### src/rtl/seg_scan_bank.sv
// seg_scan_bank
// Bank of NUM_DIG segment-pattern registers plus a time-multiplexed scan
// driver for a multi-digit 7-segment display.
//
// Ports:
//   clk, reset            system clock, synchronous active-high reset
//   we, waddr, wdata      addressed pattern write (waddr >= NUM_DIG ignored)
//   clr                   clear every pattern register (wins over we)
//   blank                 force display dark (scan keeps running)
//   blink_mask            per-digit blink enable (SEG_BLINK_EN builds only)
//   seg_out               registered pattern of the scanned digit
//   an_out                registered one-hot digit select, AN_ACT_LOW polarity
//   dig_idx               current scan index
//   tick                  one-cycle pulse after dig_idx advances
//
// Optional feature macro: SEG_BLINK_EN adds blink_mask and BLINK_DIV.
// A phase bit toggles every BLINK_DIV complete frames and darkens the
// masked digits while set.

module seg_scan_bank #(
  parameter int NUM_DIG    = 4,
  parameter int SEG_W      = 8,
  parameter int PRESC      = 50000,
  parameter int AN_ACT_LOW = 1
`ifdef SEG_BLINK_EN
  ,
  parameter int BLINK_DIV  = 32
`endif
) (
  input  logic                       clk,
  input  logic                       reset,
  input  logic                       we,
  input  logic [$clog2(NUM_DIG)-1:0] waddr,
  input  logic [SEG_W-1:0]           wdata,
  input  logic                       clr,
  input  logic                       blank,
`ifdef SEG_BLINK_EN
  input  logic [NUM_DIG-1:0]         blink_mask,
`endif
  output logic [SEG_W-1:0]           seg_out,
  output logic [NUM_DIG-1:0]         an_out,
  output logic [$clog2(NUM_DIG)-1:0] dig_idx,
  output logic                       tick
);

  localparam int AW = $clog2(NUM_DIG);
  localparam int PW = (PRESC > 1) ? $clog2(PRESC) : 1;
  localparam logic [PW-1:0]      PRESC_LAST = PW'(PRESC - 1);
  localparam logic [AW-1:0]      DIG_LAST   = AW'(NUM_DIG - 1);
  localparam logic [NUM_DIG-1:0] AN_OFF     = {NUM_DIG{AN_ACT_LOW != 0}};

  logic [SEG_W-1:0]   pat_q [NUM_DIG];
  logic [SEG_W-1:0]   pat_d [NUM_DIG];
  logic [PW-1:0]      presc_q, presc_d;
  logic [AW-1:0]      dig_idx_q, dig_idx_d;
  logic               tick_q, tick_d;
  logic [SEG_W-1:0]   seg_q, seg_d;
  logic [NUM_DIG-1:0] an_q, an_d;

  logic               slot_end;
  logic [SEG_W-1:0]   cur_pat;
  logic [NUM_DIG-1:0] onehot;
  logic               dark;

`ifdef SEG_BLINK_EN
  localparam int FW = (BLINK_DIV > 1) ? $clog2(BLINK_DIV) : 1;
  localparam logic [FW-1:0] FRAME_LAST = FW'(BLINK_DIV - 1);

  logic [FW-1:0] frame_cnt_q, frame_cnt_d;
  logic          phase_q, phase_d;

  always_comb begin
    frame_cnt_d = frame_cnt_q;
    phase_d     = phase_q;
    // A frame completes when the scan wraps from the last digit back to 0.
    if (slot_end && (dig_idx_q == DIG_LAST)) begin
      if (frame_cnt_q == FRAME_LAST) begin
        frame_cnt_d = '0;
        phase_d     = ~phase_q;
      end else begin
        frame_cnt_d = frame_cnt_q + FW'(1);
      end
    end
  end

  always_ff @(posedge clk) begin
    if (reset) begin
      frame_cnt_q <= '0;
      phase_q     <= 1'b0;
    end else begin
      frame_cnt_q <= frame_cnt_d;
      phase_q     <= phase_d;
    end
  end
`endif

  always_comb begin
    // Pattern registers: clr dominates we; out-of-range addresses match no slot.
    for (int i = 0; i < NUM_DIG; i++) begin
      pat_d[i] = pat_q[i];
      if (clr) begin
        pat_d[i] = '0;
      end else if (we && (waddr == AW'(i))) begin
        pat_d[i] = wdata;
      end
    end

    slot_end = (presc_q == PRESC_LAST);
    presc_d  = slot_end ? '0 : presc_q + PW'(1);

    dig_idx_d = dig_idx_q;
    if (slot_end) begin
      dig_idx_d = (dig_idx_q == DIG_LAST) ? '0 : dig_idx_q + AW'(1);
    end
    tick_d = slot_end;

    cur_pat = '0;
    onehot  = '0;
    for (int i = 0; i < NUM_DIG; i++) begin
      if (dig_idx_q == AW'(i)) begin
        cur_pat   = pat_q[i];
        onehot[i] = 1'b1;
      end
    end

    dark = blank;
`ifdef SEG_BLINK_EN
    dark = blank || (phase_q && (|(blink_mask & onehot)));
`endif

    // seg and an are registered together from the same dig_idx so the
    // pattern and its anode always switch on the same edge.
    seg_d = dark ? '0 : cur_pat;
    if (dark) begin
      an_d = AN_OFF;
    end else begin
      an_d = (AN_ACT_LOW != 0) ? ~onehot : onehot;
    end
  end

  always_ff @(posedge clk) begin
    if (reset) begin
      for (int i = 0; i < NUM_DIG; i++) begin
        pat_q[i] <= '0;
      end
      presc_q   <= '0;
      dig_idx_q <= '0;
      tick_q    <= 1'b0;
      seg_q     <= '0;
      an_q      <= AN_OFF;
    end else begin
      for (int i = 0; i < NUM_DIG; i++) begin
        pat_q[i] <= pat_d[i];
      end
      presc_q   <= presc_d;
      dig_idx_q <= dig_idx_d;
      tick_q    <= tick_d;
      seg_q     <= seg_d;
      an_q      <= an_d;
    end
  end

  assign seg_out = seg_q;
  assign an_out  = an_q;
  assign dig_idx = dig_idx_q;
  assign tick    = tick_q;

endmodule

### config.mk
export PLATFORM = sky130hd
export DESIGN_NAME = seg_scan_bank
export DESIGN_NICKNAME = d
export VERILOG_FILES = /design/src/rtl/seg_scan_bank.sv
export SDC_FILE = /design/constraint.sdc
export NUM_CORES = 1
export LEC_CHECK = 0
export BUFFER_PORTS_ARGS = -buffer_cell sky130_fd_sc_hd__buf_2
export CAP_MARGIN = 5
export CORE_ASPECT_RATIO = 0.6
export CORE_MARGIN = 5
export CORE_UTILIZATION = 45
export DETAILED_ROUTE_END_ITERATION = 6
export SLEW_MARGIN = 40
export SYNTH_ARGS = -nofsm -noshare
export SYNTH_HDL_FRONTEND = slang
export SYNTH_SLANG_ARGS = --single-unit
export TNS_END_PERCENT = 50
### constraint.sdc
create_clock -name clk -period 2.65 [get_ports clk]
set_input_delay 0.3975 -clock clk [delete_from_list [all_inputs] [get_ports clk]]
set_output_delay 0.3975 -clock clk [all_outputs]
set_load 0.01 [all_outputs]
==> impl_metrics.ini <==
[cells_and_area]
diodes = 0
layout-drive-gt1-share_pct = 17.1
final_nets = 308
syn_to_final_growth_pct = 16.7

[drt]
antenna_left = 0
via_per_inst = 5.19
drt_first_iter_violations = 98
vias = 1880
m1WireLength_mm = 2.90
wl_met3_um = 294
dr.pass1.iters = 4
post-route-drc-count = 0
wl_met2_mm = 2.12
drt-total-wl_mm = 5.37
dr.max_layer_used = met4
avgRoutedWirePerCell_um = 14.8

[setup_path]
path_cells = or4b_1 -> or4_1 -> nand2b_1 -> buf_4 -> nor2_1
crit_family = simple AND/OR/NAND/NOR gates
worst_setup_path_start_kind = register
crit_required_ps = 2860
cp_slowest_cell = or4_1
cp_num_buf_inv = 1
max_stage_delay_ps = 550
crit_type = register to register
crit_fanout = 12
r2r_start = presc_q[4]
critPathLaunch = presc_q[4]
critical_path_arrival_ps = 2250
critical_path.endpoint_type = register

[clocking]
cts_tree = built
holdBufCountCts = 0
postCtsSetupBuffers = 0
clk_latency_ps = 330
cts_resized = 0
htreeDepth = 3
clock-sinks = 63
cts_buffers = 9
clk_root_buffer_cell = clkbuf_8
cts.path.max_buffers = 2
clk_pin_slew_ps = 60

[synthesis]
synth_top_area_share_pct = 50.6
yosys-top-cells-area = dfxtp_1 (51%), mux2i_1 (13%), nor2_1 (8.3%)
synth-seq-area-share_pct = 50.6
netlist_area_um2 = 2490
yosys_register_bits = 63
syn_inst = 258
ys_types = 27
ys_warn_count = 0
yosys.area.top_type = dfxtp_1
synth_nets = 278
syn_avg_cell_area_um2 = 9.66

[floorplan]
num_rows = 21
initial_utilization_pct = 45.6
die_area_um2 = 7170
die_h_um = 67.6
io_pins = 30
die_w_um = 106
core_um2 = 5470

[sta]
slew_headroom_pct = 57.0
rsz0062_at_grt = false
hold_viol = 0
setup_viol = 0
fmax_mhz = 490
slew_viol_final = 0
worst_pin_slew_ps = 643
fin_crit_sh_pct = 77.0
period_needed_ps = 2040
tns_ps = 0
skew_ps = 6.50

[hold_path]
hold_start = reset
min_path_type = primary input to register

[grt]
antenna_found_initial = 0
grt_pass1_wl_mm = 8.87
grt_pass1_vias = 1724
globalRouteTotalUtil_pct = 16.3
grt-ovfl-total = 0
grt_max_degree = 33

[placement]
place.gp.congestion = 0.780
portBuffers = 29
hpwl_mm = 3.57

[power]
power.density_nw_per_um2 = 654
power_mw = 1.90
p_leak_nw = 1.23
ir_drop_mv = 0.348

[status]
status = finished clean

[job]
drv_cap = 0
-- per-layer routing --
metal | GRT usage [%] | vias to the layer above
met2 | 22.1 | 47
met4 | 5.17 | 0
met5 | 0 | -
met3 | 6.49 | 6
met1 | 23.3 | 879
li1 | - | 948
-- through the flow --
stage / utilization (%) / hold WS [ps] / cell area, µm² / worst slack [ps] / cells
after floorplan: - / 418 / 2490 / 706 / 258
after global placement: 49.4 / 430 / 2700 / 670 / 346
after detailed placement: 49.4 / 445 / 2700 / 635 / 346
after CTS: 53.2 / 296 / 2910 / 616 / 362
after global routing: 53.2 / 307 / 2910 / 518 / 362
final: 53.2 / 308 / 2910 / 609 / 362
-- cell usage in the layout, fill, tap and decap left out, types with 2 or more instances in the layout --
cell type / instances
nand2_1: 9
nand3b_1: 2
nor2_1: 55
nand3_1: 14
clkbuf_8: 12
o31ai_1: 8
a2bb2o_1: 2
nand4_1: 4
dfxtp_1: 63
a221oi_1: 8
buf_4: 5
xor2_1: 2
nor2b_1: 9
buf_2: 29
nor4_1: 4
mux2i_1: 32
or4_1: 2
nor3_1: 3
xnor2_1: 12
clkinv_2: 2
ha_1: 5
inv_1: 4
-- logic make-up after synthesis --
group | share of synthesized area, %
muxes | 12.9
xor gates and xnor gates | 4.92
buffers and inverters | 3.06
DFF | 50.6
AOI/OAI and AO/OA | 6.03
and+or+nand+nor | 20.0
adders and majority gates | 2.51
-- synth_stat cells --
| cell type | instances |
|---|---|
| xor2_1 | 2 |
| nor2_1 | 55 |
| inv_1 | 4 |
| a221oi_1 | 8 |
| or2_2 | 1 |
| xnor2_1 | 12 |
| nand2_1 | 9 |
| nor3b_1 | 1 |
| clkbuf_1 | 12 |
| buf_1 | 1 |
| nor4_1 | 4 |
| nand3b_1 | 2 |
| buf_2 | 1 |
| or3_1 | 1 |
| nand3_1 | 14 |
| nor3_1 | 3 |
| o31ai_1 | 8 |
| nor2b_1 | 9 |
| a2bb2o_1 | 2 |
| nand2b_1 | 1 |
| dfxtp_1 | 63 |
| or4b_1 | 1 |
| mux2i_1 | 32 |
| nand4_1 | 4 |
| ha_1 | 5 |
| buf_4 | 1 |
| or4_1 | 2 |
-- final timing paths --
check | endpoint | slack, ps | depth (start not counted)
min reg2reg | presc_q[0] | 450 | 1
max reg2reg | presc_q[14] | 610 | 5
min | presc_q[2] | 310 | 2
max | presc_q[14] | 610 | 5
-- flip-flops by register name (all words and copies together) (netlist names) --
signal,count
dig_idx,2
tick,1
seg_out,8
an_out,4
presc_q,16
pat_q,32
-- power by group --
part	internal [mW]	total, mW	switching (mW)
registers	0.959	0.966	0.00694
logic	0.0349	0.0864	0.0515
clock network	0.509	0.850	0.341
total	1.50	1.90	0.399
-- cell type report --
type | instances | area [µm²]
fill | 487 | 2560
sequential | 63 | 1260
multi-input combinational | 176 | 1150
timing repair buffer | 34 | 183
clock buffer | 13 | 169
tap | 69 | 86.3
clock inverter | 3 | 40.0
inverter | 4 | 15.0
(Power assumes the default switching activity.)
